File: config.mk
export PLATFORM = sky130hd
export DESIGN_NAME = data_mem_arbiter
export DESIGN_NICKNAME = d
export VERILOG_FILES = /design/src/rtl/data_mem_arbiter.sv
export SDC_FILE = /design/constraint.sdc
export NUM_CORES = 1
export LEC_CHECK = 0
export ABC_CLOCK_PERIOD_IN_PS = 1800
export BUFFER_PORTS_ARGS = -buffer_cell sky130_fd_sc_hd__buf_2
export CORE_MARGIN = 4
export CORE_UTILIZATION = 40
export CTS_BUF_LIST = sky130_fd_sc_hd__clkbuf_16
export DETAILED_ROUTE_END_ITERATION = 16
export PLACE_DENSITY = 0.76
export SLEW_MARGIN = 20
export SYNTH_ARGS = -nofsm -noshare
export SYNTH_HDL_FRONTEND = slang
export SYNTH_SLANG_ARGS = --single-unit
File: constraint.sdc
create_clock -name CLK -period 1.8 [get_ports CLK]
set_input_delay 0.09 -clock CLK [delete_from_list [all_inputs] [get_ports CLK]]
set_output_delay 0.09 -clock CLK [all_outputs]
set_load 0.05 [all_outputs]
File: src/rtl/data_mem_arbiter.sv
// data_mem_arbiter
// Shares one data-memory port between the processor load/store stage and a
// debug/loader port. An access is granted from IDLE and its command is held on
// mem_* until mem_ready. Completion is a one-cycle cpu_done (internal) or dbg_ack.
// Optional feature: define DATA_MEM_ARB_RR_EN for round-robin tie-breaking.
// Without it, the CPU always wins a tie.
//
// Handshake on the memory side:
//   mem_req is valid and mem_ready is ready. A command is presented with mem_req=1.
//   mem_we, mem_addr and mem_wdata stay frozen until mem_ready=1 is sampled on a
//   rising edge; that edge completes the access. mem_rdata is only looked at on
//   that same edge. mem_ready is ignored whenever mem_req=0.
// Requester side:
//   The CPU holds cpu_rd/cpu_wr while cpu_stall=1. It advances at the end of the
//   first cycle with cpu_stall=0.
//   Debug holds dbg_req until it sees the dbg_ack pulse.
module data_mem_arbiter #(
   parameter int DataWidth = 16,
   parameter int AddrWidth = 16
) (
   input  logic                 CLK,
   input  logic                 RST,
   input  logic                 cpu_rd,
   input  logic                 cpu_wr,
   input  logic [AddrWidth-1:0] cpu_addr,
   input  logic [DataWidth-1:0] cpu_wdata,
   output logic [DataWidth-1:0] cpu_rdata,
   output logic                 cpu_stall,
   input  logic                 dbg_req,
   input  logic                 dbg_we,
   input  logic [AddrWidth-1:0] dbg_addr,
   input  logic [DataWidth-1:0] dbg_wdata,
   output logic                 dbg_ack,
   output logic [DataWidth-1:0] dbg_rdata,
   output logic                 mem_req,
   output logic                 mem_we,
   output logic [AddrWidth-1:0] mem_addr,
   output logic [DataWidth-1:0] mem_wdata,
   input  logic [DataWidth-1:0] mem_rdata,
   input  logic                 mem_ready,
   output logic [1:0]           fsm_state_o
);

   typedef enum logic [1:0] {
      IDLE = 2'd0,
      CPU  = 2'd1,
      DBG  = 2'd2
   } state_e;

   state_e               state_q, state_d;
   logic                 mem_req_q, mem_req_d;
   logic                 mem_we_q, mem_we_d;
   logic [AddrWidth-1:0] mem_addr_q, mem_addr_d;
   logic [DataWidth-1:0] mem_wdata_q, mem_wdata_d;
   logic [DataWidth-1:0] cpu_rdata_q, cpu_rdata_d;
   logic [DataWidth-1:0] dbg_rdata_q, dbg_rdata_d;
   logic                 dbg_ack_q, dbg_ack_d;
   logic                 cpu_done_q, cpu_done_d;

   logic cpu_pend;
   logic dbg_pend;
   logic cpu_wins_tie;
   logic grant_cpu;
   logic grant_dbg;
   logic mem_done;

   // A requester is masked in its own completion cycle. This keeps a still-held
   // request from being granted a second time.
   assign cpu_pend = (cpu_rd | cpu_wr) & ~cpu_done_q;
   assign dbg_pend = dbg_req & ~dbg_ack_q;

`ifdef DATA_MEM_ARB_RR_EN
   // rr_last_cpu_q = 1 means the most recent grant went to the CPU.
   // Its reset value 0 lets the CPU win the first tie.
   logic rr_last_cpu_q, rr_last_cpu_d;

   assign cpu_wins_tie = ~rr_last_cpu_q;

   // Pointer update: record the owner of every grant.
   always_comb begin
      rr_last_cpu_d = rr_last_cpu_q;
      if (grant_cpu) begin
         rr_last_cpu_d = 1'b1;
      end else if (grant_dbg) begin
         rr_last_cpu_d = 1'b0;
      end
   end

   // Round-robin pointer register.
   always_ff @(posedge CLK or posedge RST) begin
      if (RST) begin
         rr_last_cpu_q <= 1'b0;
      end else begin
         rr_last_cpu_q <= rr_last_cpu_d;
      end
   end
`else
   // Fixed priority: the CPU takes every tie. Debug may wait behind the CPU.
   assign cpu_wins_tie = 1'b1;
`endif

   // Grants are only issued from IDLE.
   assign grant_cpu = (state_q == IDLE) & cpu_pend & (~dbg_pend | cpu_wins_tie);
   assign grant_dbg = (state_q == IDLE) & dbg_pend & ~grant_cpu;

   // The access completes on the edge where mem_ready is seen with a live command.
   assign mem_done = mem_req_q & mem_ready;

   // Next-state and datapath: latch the command on grant, then return data on completion.
   always_comb begin
      state_d     = state_q;
      mem_req_d   = mem_req_q;
      mem_we_d    = mem_we_q;
      mem_addr_d  = mem_addr_q;
      mem_wdata_d = mem_wdata_q;
      cpu_rdata_d = cpu_rdata_q;
      dbg_rdata_d = dbg_rdata_q;
      dbg_ack_d   = 1'b0;
      cpu_done_d  = 1'b0;
      case (state_q)
         IDLE: begin
            if (grant_cpu) begin
               // A simultaneous rd+wr is treated as a write.
               state_d     = CPU;
               mem_req_d   = 1'b1;
               mem_we_d    = cpu_wr;
               mem_addr_d  = cpu_addr;
               mem_wdata_d = cpu_wdata;
            end else if (grant_dbg) begin
               state_d     = DBG;
               mem_req_d   = 1'b1;
               mem_we_d    = dbg_we;
               mem_addr_d  = dbg_addr;
               mem_wdata_d = dbg_wdata;
            end
         end
         CPU: begin
            if (mem_done) begin
               state_d    = IDLE;
               mem_req_d  = 1'b0;
               cpu_done_d = 1'b1;
               if (!mem_we_q) begin
                  cpu_rdata_d = mem_rdata;
               end
            end
         end
         DBG: begin
            if (mem_done) begin
               state_d   = IDLE;
               mem_req_d = 1'b0;
               dbg_ack_d = 1'b1;
               if (!mem_we_q) begin
                  dbg_rdata_d = mem_rdata;
               end
            end
         end
         default: begin
            state_d   = IDLE;
            mem_req_d = 1'b0;
         end
      endcase
   end

   // State and output registers. An asynchronous reset abandons any access in flight.
   always_ff @(posedge CLK or posedge RST) begin
      if (RST) begin
         state_q     <= IDLE;
         mem_req_q   <= 1'b0;
         mem_we_q    <= 1'b0;
         mem_addr_q  <= '0;
         mem_wdata_q <= '0;
         cpu_rdata_q <= '0;
         dbg_rdata_q <= '0;
         dbg_ack_q   <= 1'b0;
         cpu_done_q  <= 1'b0;
      end else begin
         state_q     <= state_d;
         mem_req_q   <= mem_req_d;
         mem_we_q    <= mem_we_d;
         mem_addr_q  <= mem_addr_d;
         mem_wdata_q <= mem_wdata_d;
         cpu_rdata_q <= cpu_rdata_d;
         dbg_rdata_q <= dbg_rdata_d;
         dbg_ack_q   <= dbg_ack_d;
         cpu_done_q  <= cpu_done_d;
      end
   end

   // The stall covers the whole wait, including time spent behind a debug access.
   assign cpu_stall   = cpu_pend;
   assign cpu_rdata   = cpu_rdata_q;
   assign dbg_ack     = dbg_ack_q;
   assign dbg_rdata   = dbg_rdata_q;
   assign mem_req     = mem_req_q;
   assign mem_we      = mem_we_q;
   assign mem_addr    = mem_addr_q;
   assign mem_wdata   = mem_wdata_q;
   assign fsm_state_o = state_q;

endmodule

==> results by group <==
Setup path
  • R2R Setup Slk: 200 ps
  • Delay-heaviest family, CP: buffers and inverters
  • FF-to-FF Start: fsm_state_o[0]
  • Worst path bufs/invs: 2
  • WS Path Type: flop to output port
  • Max incr delay on CP: ~350 ps
  • Worst endpoint data arrival time: around 1500 ps
  • CP endpoint kind: output port
  • Critical Path Fanout Max: 14
  • CP startpoint: cpu_done_q
  • Critical path's slowest cell: dfrtp_1
  • Critical path cell sequence: o21ba_1 -> buf_4 -> buf_2
  • Worst EP required: 1710 ps
  • CP Launch Type: flop

Clocking
  • Postcts setup bufs: 0
  • CTS root buffer: clkbuf_16
  • Clk_lat worst skew: 320 ps
  • Clock buffer depth: 2
  • Num CTS Buffers: 9
  • H-tree levels: 3
  • TritonCTS clock tree: done
  • Clock sink total: 70
  • Clock slew at reported path FFs: 50 ps

Floorplan
  • Row cnt: 30
  • Die area: 8760 µm²
  • Core Footprint: roughly 6900 µm²
  • Chip width: 93.6 µm
  • Ports: around 160
  • Initial Util: 0.422
  • Die Ht: 93.6 µm

Pwr
  • Psw: 4750 µW
  • Comb pwr share: 0.545
  • Clock power share: 0.172
  • Leak pwr: 0.00236 µW
  • Net Sw Frac: 0.495
  • Pwr dens: 2180 nW/µm²
  • Seq pwr share: 0.283
  • Worst vdd ir: between 0.0009 and 0.001 V
  • Int Power: 4840 µW

Route
  • Antenna viol nets, final: 0
  • Initial DRC Count: approximately 110
  • DRT Pass-1 Iters: 4
  • DRC viols: 0
  • Routed via count: 2526
  • Routed WL per cell: between 15 and 20 µm
  • Final WL: between 8000 and 9000 µm
  • Vias per cell: between 5 and 6

Layout
  • Nets: 487
  • Most frequent cells in the layout: buf_2 (156), dfrtp_1 (70), and3_1 (35)
  • ANT cells: 0
  • Layout cells sized above 1: 0.459
  • Most common cell after layout, fill and taps aside: buf_2
  • Area grow syn2layout: 50.0%

Logic synthesis
  • Library cells used by synthesis: 23
  • Post-synthesis sequential area ratio: 0.598
  • Syn nets: 299
  • Mapped Avg Cell Area: 14.0 µm²
  • Synthesized flop and latch total: 70
  • Area of the mapped netlist: approximately 3000 µm²
  • YS warnings: 0
  • Mapped Cells: 209

STA
  • Slew Limit Fails: 0
  • Worst-Margin Slew: 433 ps
  • Fin Hold WS: between 3 and 4 ps
  • Slew margin rel.: 0.711
  • RSZ-0062 raised after global routing: no
  • Final Skew: 4.04 ps
  • Final setup fails: 0
  • Setup TNS: 0 ps
  • Crit path time final: approximately 1600 ps
  • Max Clock Freq: 615 MHz
  • Endpoints failing hold: 0
  • Period utilisation layout: 0.903

Placement
  • Hpwl dp: 5750 µm
  • Port Buf Inserts: ~160
  • RD Place Congestion: 0.762

GRT
  • Initial antenna violation count: 0
  • Largest net degree at the start of global routing: 71
  • Grt total ovfl: 0
  • Vias in the first global route: around 2600
  • Total global-route track usage: 0.193
  • First-pass GRT wire length: 13000 µm

Job
  • Max Cap Violations: 0

Min path
  • Hold Crit Class: input port to flop
  • Hold path start: mem_rdata[3]

Status
  • Status: complete, no violations
[metal layers]
layer,vias to the layer above,GRT usage,part of all wire
met1,1218,0.240,0.40
met5,-,0,0
li1,1176,-,-
met2,121,0.325,0.51
met4,0,0.0578,0.014
met3,11,0.0571,0.083
[path summary, 6_finish.rpt]
check	depth (start not counted)	endpoint
setup / recovery	3	cpu_stall
hold / removal	2	cpu_rdata[3]
setup reg to reg	6	mem_addr[3]
hold reg to reg	1	dbg_rdata[3]
max in group asynchronous	4	fsm_state_o[0]
min in group asynchronous	4	cpu_rdata[11]
[stage by stage]
stage | setup slack [ps] | area [µm²] | instances | power (µW) | util
floorplan | 0.299 | 2930 | 209 | 6630 | -
global placement | 304 | 3830 | 453 | 7820 | 0.551
detailed placement | 221 | 3830 | 453 | 7950 | 0.551
CTS | 150 | 4360 | 493 | 9670 | 0.627
global route | 88.6 | 4400 | 497 | 10100 | 0.633
finish | 174 | 4400 | 497 | 9590 | 0.633
[cell usage after synthesis (all sizes together)]
master   instances  share of area
buf             10          0.026
and3b            1         0.0030
a21bo            1         0.0034
nor2b            2         0.0043
o21ai            3         0.0051
nand2            2         0.0043
nand2b           1         0.0021
o21ba            1         0.0034
and3            35          0.075
mux2            32           0.12
a21oi            2         0.0034
a2bb2oi          1         0.0030
o22ai            1         0.0021
ha               3          0.013
nor3b            1         0.0064
a221o           33           0.11
clkbuf           6         0.0077
dfrtp           70           0.60
clkinv           1         0.0013
inv              3         0.0038
[layout make-up]
type | instances | area (µm²)
well taps | 96 | 120
multi-input cells | 119 | 1070
inverters | 4 | 18.8
repair buffers | 193 | 1160
clock inverters | 6 | 55.1
flip-flops and latches | 70 | 1750
clock buffers | 9 | 225
fillers | 573 | 2550
[power by group through the flow]
| stage | clock [µW] | combinational [µW] | sequential, µW |
|---|---|---|---|
| CTS | 1690 | 5260 | 2720 |
| global route | 1780 | 5500 | 2820 |
| finish | 1650 | 5230 | 2720 |
| detailed placement | 0 | 5230 | 2720 |
| global placement | 0 | 5120 | 2710 |
| floorplan | 0 | 1370 | 5260 |
[state kept, by name, summed over array words and instances (netlist names)]
register	flops
cpu_rdata	16
dbg_rdata	16
mem_addr	16
mem_wdata	16
fsm_state_o	2
cpu_done_q	1
dbg_ack	1
mem_req	1
mem_we	1
[what timing repair did]
action / 4_1_cts / 5_1_grt
hold endpoints to repair: 97 / 4
gates resized for setup: 0 / 0
setup endpoints to repair: 0 / 0
hold buffers: 25 / 4
[cell families after synthesis]
family	count (synthesis)	share of synthesized area
AO/OA/AOI/OAI	42	0.133
adder cells (fa/ha/maj)	3	0.0128
flip-flops	70	0.598
AND/OR/NAND/NOR	42	0.0948
multiplexers	32	0.123
buffers and inverters	20	0.0384
Note: power is estimated with default switching activity, not from simulation.
